**src/rtl/instr_decode_queue.sv**
```systemverilog
// instr_decode_queue
//   Registered decode queue between fetch and register-read/execute.
//
//   Each 32-bit instruction word is decoded on the input side. The decoded
//   fields (groups 0-5) are written into a DEPTH-entry circular queue when
//   the word is accepted.
//
//   The head entry drives out_*. There is no bypass: a word accepted into an
//   empty queue appears at the head one cycle later.
//
//   Optional feature macro: INSTR_DECODE_ILLEGAL_EN
//     When defined, this adds out_illegal, which is stored per entry.
//     Illegal entries never raise causes_stall.
//
// Ports
//   clk, rst_n           clock, asynchronous active-low reset
//   flush                synchronous discard of all entries; wins over push/pop
//   in_valid/in_ready    fetch handshake; in_ready = (count < DEPTH)
//   in_instr, in_pc      instruction word and its PC
//   out_valid/out_ready  execute handshake; out_valid = (count != 0)
//   out_pc .. out_causes_stall   decoded head entry
//   out_illegal          (macro only) head entry is illegal
//   count                occupancy, 0..DEPTH

module instr_decode_queue #(
    parameter int DEPTH      = 4,
    parameter int DATA_WIDTH = 32,
    parameter int ADDR_WIDTH = 32
) (
    input  logic                     clk,
    input  logic                     rst_n,
    input  logic                     flush,
    input  logic                     in_valid,
    output logic                     in_ready,
    input  logic [31:0]              in_instr,
    input  logic [ADDR_WIDTH-1:0]    in_pc,
    output logic                     out_valid,
    input  logic                     out_ready,
    output logic [ADDR_WIDTH-1:0]    out_pc,
    output logic [3:0]               out_group,
    output logic [3:0]               out_ra,
    output logic [3:0]               out_rb,
    output logic [3:0]               out_rc,
    output logic [3:0]               out_opcode,
    output logic [DATA_WIDTH-1:0]    out_imm,
    output logic [2:0]               out_ldst_type,
    output logic [3:0]               out_cond_type,
    output logic                     out_causes_stall,
`ifdef INSTR_DECODE_ILLEGAL_EN
    output logic                     out_illegal,
`endif
    output logic [$clog2(DEPTH):0]   count
);

    localparam int PW = $clog2(DEPTH);
    localparam int CW = PW + 1;

    typedef struct packed {
        logic [ADDR_WIDTH-1:0] pc;
        logic [3:0]            group;
        logic [3:0]            ra;
        logic [3:0]            rb;
        logic [3:0]            rc;
        logic [3:0]            opcode;
        logic [DATA_WIDTH-1:0] imm;
        logic [2:0]            ldst_type;
        logic [3:0]            cond_type;
        logic                  causes_stall;
`ifdef INSTR_DECODE_ILLEGAL_EN
        logic                  illegal;
`endif
    } entry_t;

    entry_t          mem [DEPTH];
    entry_t          dec;
    entry_t          head;
    logic [PW-1:0]   wr_ptr;
    logic [PW-1:0]   rd_ptr;
    logic            loaded;
    logic            push;
    logic            pop;

    assign in_ready  = (count < CW'(DEPTH));
    assign out_valid = (count != '0);
    assign push      = in_valid & in_ready & ~flush;
    assign pop       = out_valid & out_ready & ~flush;

    // Input-side decode
    always_comb begin
        logic [3:0] grp;
        logic [3:0] op;
        dec       = '0;
        grp       = in_instr[31:28];
        dec.pc    = in_pc;
        dec.group = grp;
        dec.ra    = in_instr[27:24];
        dec.rb    = in_instr[23:20];
        if (grp == 4'd1 || grp == 4'd2) begin
            op     = in_instr[19:16];
            dec.rc = 4'd0;
        end else begin
            op     = in_instr[3:0];
            dec.rc = in_instr[19:16];
        end
        dec.opcode = op;

        case (grp)
            4'd1: begin
                if (op == 4'd15) begin
                    dec.imm[31:16] = in_instr[15:0];
                end else if (op == 4'd3 || op == 4'd5 || op == 4'd14) begin
                    dec.imm = {{(DATA_WIDTH-16){in_instr[15]}}, in_instr[15:0]};
                end else begin
                    dec.imm[15:0] = in_instr[15:0];
                end
            end
            4'd2: dec.imm = {{(DATA_WIDTH-16){in_instr[15]}}, in_instr[15:0]};
            4'd5: begin
                if (op >= 4'd8) begin
                    dec.imm = {{(DATA_WIDTH-12){in_instr[15]}}, in_instr[15:4]};
                end
            end
            default: dec.imm = '0;
        endcase

        if (grp == 4'd5) begin
            dec.ldst_type = op[2:0];
        end
        if (grp == 4'd2 || grp == 4'd3 || grp == 4'd4) begin
            dec.cond_type = op;
        end

        dec.causes_stall = (grp == 4'd3) || (grp == 4'd4) || (grp == 4'd5)
                         || ((grp == 4'd0 || grp == 4'd1) && op == 4'd6);

`ifdef INSTR_DECODE_ILLEGAL_EN
        dec.illegal = (grp > 4'd5)
                    || (grp == 4'd0 && op >= 4'd14)
                    || ((grp >= 4'd2 && grp <= 4'd4) && op >= 4'd10)
                    || ((grp == 4'd0 || grp == 4'd3 || grp == 4'd4)
                        && in_instr[15:4] != 12'd0);
        if (dec.illegal) begin
            dec.causes_stall = 1'b0;
        end
`endif
    end

    always_ff @(posedge clk or negedge rst_n) begin
        if (!rst_n) begin
            wr_ptr <= '0;
            rd_ptr <= '0;
            count  <= '0;
            loaded <= 1'b0;
        end else if (flush) begin
            wr_ptr <= '0;
            rd_ptr <= '0;
            count  <= '0;
        end else begin
            if (push) begin
                wr_ptr <= wr_ptr + PW'(1);
                loaded <= 1'b1;
            end
            if (pop) begin
                rd_ptr <= rd_ptr + PW'(1);
            end
            case ({push, pop})
                2'b10:   count <= count + CW'(1);
                2'b01:   count <= count - CW'(1);
                default: count <= count;
            endcase
        end
    end

    // Storage is not reset. The head mux reads zero until the first real
    // write after reset, so out_* are 0 out of reset.
    always_ff @(posedge clk) begin
        if (push) begin
            mem[wr_ptr] <= dec;
        end
    end

    assign head = loaded ? mem[rd_ptr] : '0;

    assign out_pc           = head.pc;
    assign out_group        = head.group;
    assign out_ra           = head.ra;
    assign out_rb           = head.rb;
    assign out_rc           = head.rc;
    assign out_opcode       = head.opcode;
    assign out_imm          = head.imm;
    assign out_ldst_type    = head.ldst_type;
    assign out_cond_type    = head.cond_type;
    assign out_causes_stall = head.causes_stall;
`ifdef INSTR_DECODE_ILLEGAL_EN
    assign out_illegal      = head.illegal;
`endif

endmodule

```
**config.mk**
```make
export PLATFORM = sky130hd
export DESIGN_NAME = instr_decode_queue
export DESIGN_NICKNAME = d
export VERILOG_FILES = /design/src/rtl/instr_decode_queue.sv
export SDC_FILE = /design/constraint.sdc
export NUM_CORES = 1
export LEC_CHECK = 0
export CORE_ASPECT_RATIO = 1.1
export CORE_UTILIZATION = 56
export DETAILED_ROUTE_END_ITERATION = 10
export PLACE_DENSITY = 0.77
export SYNTH_ARGS = -nofsm -noshare
export SYNTH_HDL_FRONTEND = slang
export SYNTH_SLANG_ARGS = --single-unit
```
**constraint.sdc**
```tcl
create_clock -name clk -period 4.05 [get_ports clk]
set_input_delay 0.81 -clock clk [delete_from_list [all_inputs] [get_ports clk]]
set_output_delay 0.81 -clock clk [all_outputs]
set_load 0.05 [all_outputs]
```
==> metrics.cfg, run 1 <==
[floorplanning]
die_area_um2=27700
fp.dieW_um=159
initial_utilization_pct=57.5
core_area_um2=26300
die_h_um=174
boundaryPins=166
placementRows=62

[final_layout]
area_growth_pct=22.5
layout.nets=1010
final_cells=1314
n_fill_cell=1611
antenna_cells=0
fin_util_pct=70.5
drive_gt1_share_pct=19.6

[synth]
synth.distinct_cells=49
synth_flop_cell=edfxtp_1
synth-edff-count=368
syn_nets=830
synthArstFlopShare_pct=2.13
seq_area_frac_synth_pct=74.4
yosys.area.top_type_share_pct=73.1
synth.most_common_cell=edfxtp_1
ys_warn_count=0
yosys-top-cells-area=edfxtp_1 (73%), mux4_2 (14%), and2_1 (4.1%)
ys_seq_elements=376
netlist_area_um2=15100
syn_avg_cell_area_um2=20.0
ys_top_cells_by_count=edfxtp_1 (368), and2_1 (100), mux4_2 (92)
synthCells=756
synth_largest_area_cell=edfxtp_1

[placed_design]
gp_congestion=0.789
port_buffers=165
post-place-cells=1249
dp.final_hpwl_um=18300

[pwr]
powerDensity_nw_per_um2=653
ir_drop_v=0.000418
p_leak_nw=5.98

[sta]
setup_viol=0
rsz0062_at_grt=false
fin_crit_sh_pct=90.9
relSlewSlack_pct=57.6
setup_tns_ps=0
worstMarginPinSlew_ps=637
finalHoldViolCount=0
fmax_mhz=272
drv_slew=0
skew_ps=21.1
fin_crit_ps=3680

[critical_path]
r2r_slack_ps=1970
rr_startpoint=count[2]$_DFFE_PN0P_
crit_buf_inv=2
cp-end-kind=output pin
worst-path-max-fanout=57
crit_chain=buf_12, mux4_2, and2_1, clkdlybuf4s50_1
cp.required_ps=3240
rr_worst_depth=5
timing.rr.end=mem[3][64]$_DFFE_PP_
slowest_stage=clkdlybuf4s50_1
slowest_delay_ps=710
start_kind=register
critPathKind=register to output pin
worstPathArrival_ps=2870
cp_top_family=buffers and inverters

[routing]
postRouteAntennaNets=0
routed_wirelength_um=29700
viasPerCell=5.80
drc_errors=0
dr_total_vias=7618
wl_per_cell_um=22.6
drt_first_pass_iters=5
dr.first_iter.drc_count=576

[clocking]
clock_sinks=376
clk_path_buf_depth=3
clk_pin_slew_worst_paths_ps=60
cts_hold_buf=0
cts_tree=built
cts_resized=0
numCtsBuffers=37
cts_root_buf=clkbuf_16
clk_latency_ps=510
htree_levels=2
cts_setup_buffers=0

[job]
maxCapViolCount=0

[grt]
grt_max_degree=58
grt_pass1_wl_um=46000
grt_overflow=0
gr-usage-all-layers_pct=22.6
grt_pass1_vias=8103
antenna_found_initial=0

[status]
status=finished clean

[min_path]
hold_path.class=primary input to async pin

## flip-flops by register name, indices dropped and copies added, names as in the netlist
signal,cells
loaded,1
count,3
rd_ptr,2
mem,368
wr_ptr,2
## report_power, final
part | total [mW] | internal, mW | leakage [nW] | switching (mW)
Sequential | 4.61 | 4.52 | 3.51 | 0.0884
Combinational | 4.06 | 1.64 | 1.87 | 2.42
Clock | 3.43 | 2.07 | 0.604 | 1.35
Total | 12.1 | 8.24 | 5.98 | 3.86
## final cells by class
cell class / instances / area (um^2) / area share [%]
Clock buffer: 45 / 998 / 5.39
Inverter: 3 / 11.3 / 0.0608
Timing Repair Buffer: 185 / 1960 / 10.6
Sequential cell: 376 / 11300 / 60.8
Clock inverter: 20 / 225 / 1.22
Tap cell: 352 / 440 / 2.38
Multi-Input combinational cell: 333 / 3630 / 19.6
## worst max path at each step
stage / start / to / slack [ps] / cells past startpoint
after floorplan: in_valid / mem[0][0]$_DFFE_PP_ / 40 / 4
after global placement: in_instr[29] / mem[2][31]$_DFFE_PP_ / 850 / 6
after detailed placement: in_instr[29] / mem[2][31]$_DFFE_PP_ / 720 / 6
after CTS: rd_ptr[0]$_DFFE_PN0P_ / out_pc[1] / 330 / 4
after global routing: rd_ptr[0]$_DFFE_PN0P_ / out_cond_type[3] / 260 / 4
final: rd_ptr[0]$_DFFE_PN0P_ / out_pc[1] / 370 / 4
## metal layers
| layer | part of all wire (%) | GRT usage, % | wire [um] |
|---|---|---|---|
| met5 | 0 | 0 | 0 |
| met4 | 1.3 | 5.29 | 385 |
| met3 | 7.4 | 3.71 | 2200 |
| met2 | 50 | 36.3 | 14800 |
| met1 | 41 | 32.7 | 12300 |
## cell usage in the layout, fill, tap and decap left out, types with 2 or more instances in the layout
cell	instances
a22o_1	14
edfxtp_1	368
nor4_1	2
nand4_1	2
buf_12	13
xor2_1	3
buf_4	7
nor3_1	3
clkinv_2	7
a21oi_1	3
ha_1	4
nor2b_1	10
nand2_1	14
inv_1	3
and2_1	96
nor3b_1	3
and2_2	4
clkbuf_16	39
clkdlybuf4s50_1	165
dfrtp_4	2
o21ai_0	17
nor2_1	27
nand3_1	3
inv_6	2
and3_1	2
and2_4	4
xnor2_1	5
bufinv_16	5
mux2i_1	2
clkbuf_1	6
mux4_2	92
dfrtp_1	5
clkinv_1	6
nor2b_4	2
a221oi_1	2
## metrics by stage
stage | hold slack (ps) | cell area (um^2) | worst slack, ps | power, mW
floorplan | 514 | 15100 | 43.5 | 7.52
global placement | 590 | 17300 | 847 | 8.76
detailed placement | 606 | 17300 | 723 | 8.78
CTS | 592 | 18500 | 331 | 12.2
global route | 613 | 18500 | 257 | 12.5
finish | 606 | 18500 | 369 | 12.1
## kinds of logic (layout without fill, tap and decap cells)
family                     after synthesis  in the layout  share of synthesized area [%]
DFF                                    376            376                           74.4
and+or+nand+nor                        179            179                           6.92
buffers and inverters                   47            253                           1.65
muxes                                   94             94                           13.8
xor gates and xnor gates                 8              8                          0.463
AOI/OAI and AO/OA                       47             47                           2.27
adders and majority gates                5              5                          0.463
Note: power is estimated with default switching activity, not from simulation.
==> run 2: changes to the inputs <==
CTS_CLUSTER_SIZE = 10   (was default)
==> run 2 against run 1 <==
Compared with the run above:
- sequential share of layout area increased by 0.19 points
- combinational power hardly changed
- hold slack worse by 17 ps
- global-route usage shrank 0.20 points
- non-clock buffer count unchanged
- via count increased by 0.24%
- die area is the same
- clock power decreased by 4%
- critical path type unchanged
==> metrics.cfg, run 2 (synthesis results as in run 1) <==
[status]
status=finished clean

[grt]
grt_pass1_wl_um=45600
grt_overflow=0
antenna_found_initial=0
grt_pass1_vias=8164
gr-usage-all-layers_pct=22.3
grt_max_degree=58

[floorplanning]
placementRows=62
core_area_um2=26300
die_area_um2=27700
boundaryPins=166
die_h_um=174
fp.dieW_um=159
initial_utilization_pct=57.5

[routing]
routed_wirelength_um=29700
viasPerCell=5.86
dr.first_iter.drc_count=587
wl_per_cell_um=22.8
drc_errors=0
dr_total_vias=7636
drt_first_pass_iters=5
postRouteAntennaNets=0

[sta]
fmax_mhz=271
fin_crit_ps=3700
drv_slew=0
setup_tns_ps=0
fin_crit_sh_pct=91.3
layout_setup_ws_ps=353
worstMarginPinSlew_ps=699
setup_viol=0
skew_ps=12.3
rsz0062_at_grt=false
finalHoldViolCount=0
relSlewSlack_pct=53.4

[final_layout]
largest_reg_flops=368
antenna_cells=0
layout_commonest_cell=edfxtp_1
drive_gt1_share_pct=19.1
reg.largest.list=mem x368, count x3
area_growth_pct=22.1
final_cell_mix=edfxtp_1 (368), clkdlybuf4s50_1 (165), and2_1 (96), mux4_2 (92), clkbuf_16 (45)
regMostFlops=mem
layout.nets=1016

[placed_design]
pre_cts_ws_ps=723
gp_congestion=0.789
port_buffers=165
dp.final_hpwl_um=18300

[min_path]
hold_path.class=primary input to async pin

[critical_path]
start_kind=register
worst-path-max-fanout=57
cp-end-kind=output pin
critPathKind=register to output pin
cp.required_ps=3240
worstPathArrival_ps=2890

[pwr]
p_leak_nw=5.94
powerDensity_nw_per_um2=648
power_mw=12.0
ir_drop_v=0.000420

[clocking]
clock_sinks=376
numCtsBuffers=43
clk_pin_slew_worst_paths_ps=50
cts_root_buf=clkbuf_16
clk_latency_ps=510
cts_setup_buffers=0
cts_resized=0
cts_hold_buf=0
cts_tree=built
htree_levels=2
clk_path_buf_depth=3

[job]
maxCapViolCount=0

## run 2: cell types whose count changed in the layout (fill, tap and decap cells not counted), sizes merged
cell / delta
clkinv: -12
clkbuf: +9
bufinv: -5
inv: -2
## run 2: final timing paths
path	start	end	slack [ps]	cells past startpoint
setup / recovery	rd_ptr[0]$_DFFE_PN0P_	out_opcode[1]	350	4
hold reg to reg	wr_ptr[0]$_DFFE_PN0P_	wr_ptr[0]$_DFFE_PN0P_	620	2
min in group clk	wr_ptr[0]$_DFFE_PN0P_	wr_ptr[0]$_DFFE_PN0P_	620	2
max in group asynchronous	rst_n	rd_ptr[0]$_DFFE_PN0P_	3150	1
setup reg to reg	count[2]$_DFFE_PN0P_	mem[2][48]$_DFFE_PP_	1960	5
hold / removal	rst_n	count[0]$_DFFE_PN0P_	590	1
## run 2: final cells by class
class / count / area, um^2
sequential: 376 / 11300
clock inverter: 1 / 5.00
multi-input combinational: 333 / 3630
tap: 352 / 440
fill: 1616 / 7830
inverter: 3 / 11.3
timing repair buffer: 185 / 1960
clock buffer: 54 / 1160
## run 2: worst max-delay path: stages (launching register included)
cell,delay [ps]
dfrtp_4,440
buf_12,380
mux4_2,570
and2_1,190
clkdlybuf4s50_1,710
## run 2: stage by stage
stage	instances	utilization (%)	hold slack, ps	instance area [um^2]
floorplan	756	-	514	15100
global placement	1249	65.8	590	17300
detailed placement	1249	65.8	606	17300
CTS	1304	70.2	573	18500
global route	1304	70.2	598	18500
finish	1304	70.2	588	18500
## run 2: layer usage
metal / wire, um / part of all wire, % / global-route usage, % / vias up
met1: 12200 / 41 / 31.4 / 3916
met2: 14900 / 50 / 36.8 / 311
li1: - / - / - / 3378
met3: 2220 / 7.5 / 3.84 / 31
met4: 340 / 1.1 / 5.17 / 0
met5: 0 / 0 / 0 / -
## run 2: where the power goes
part / internal, mW / switching [mW] / total [mW]
combinational: 1.64 / 2.42 / 4.06
sequential: 4.52 / 0.0863 / 4.61
clock: 1.97 / 1.32 / 3.29
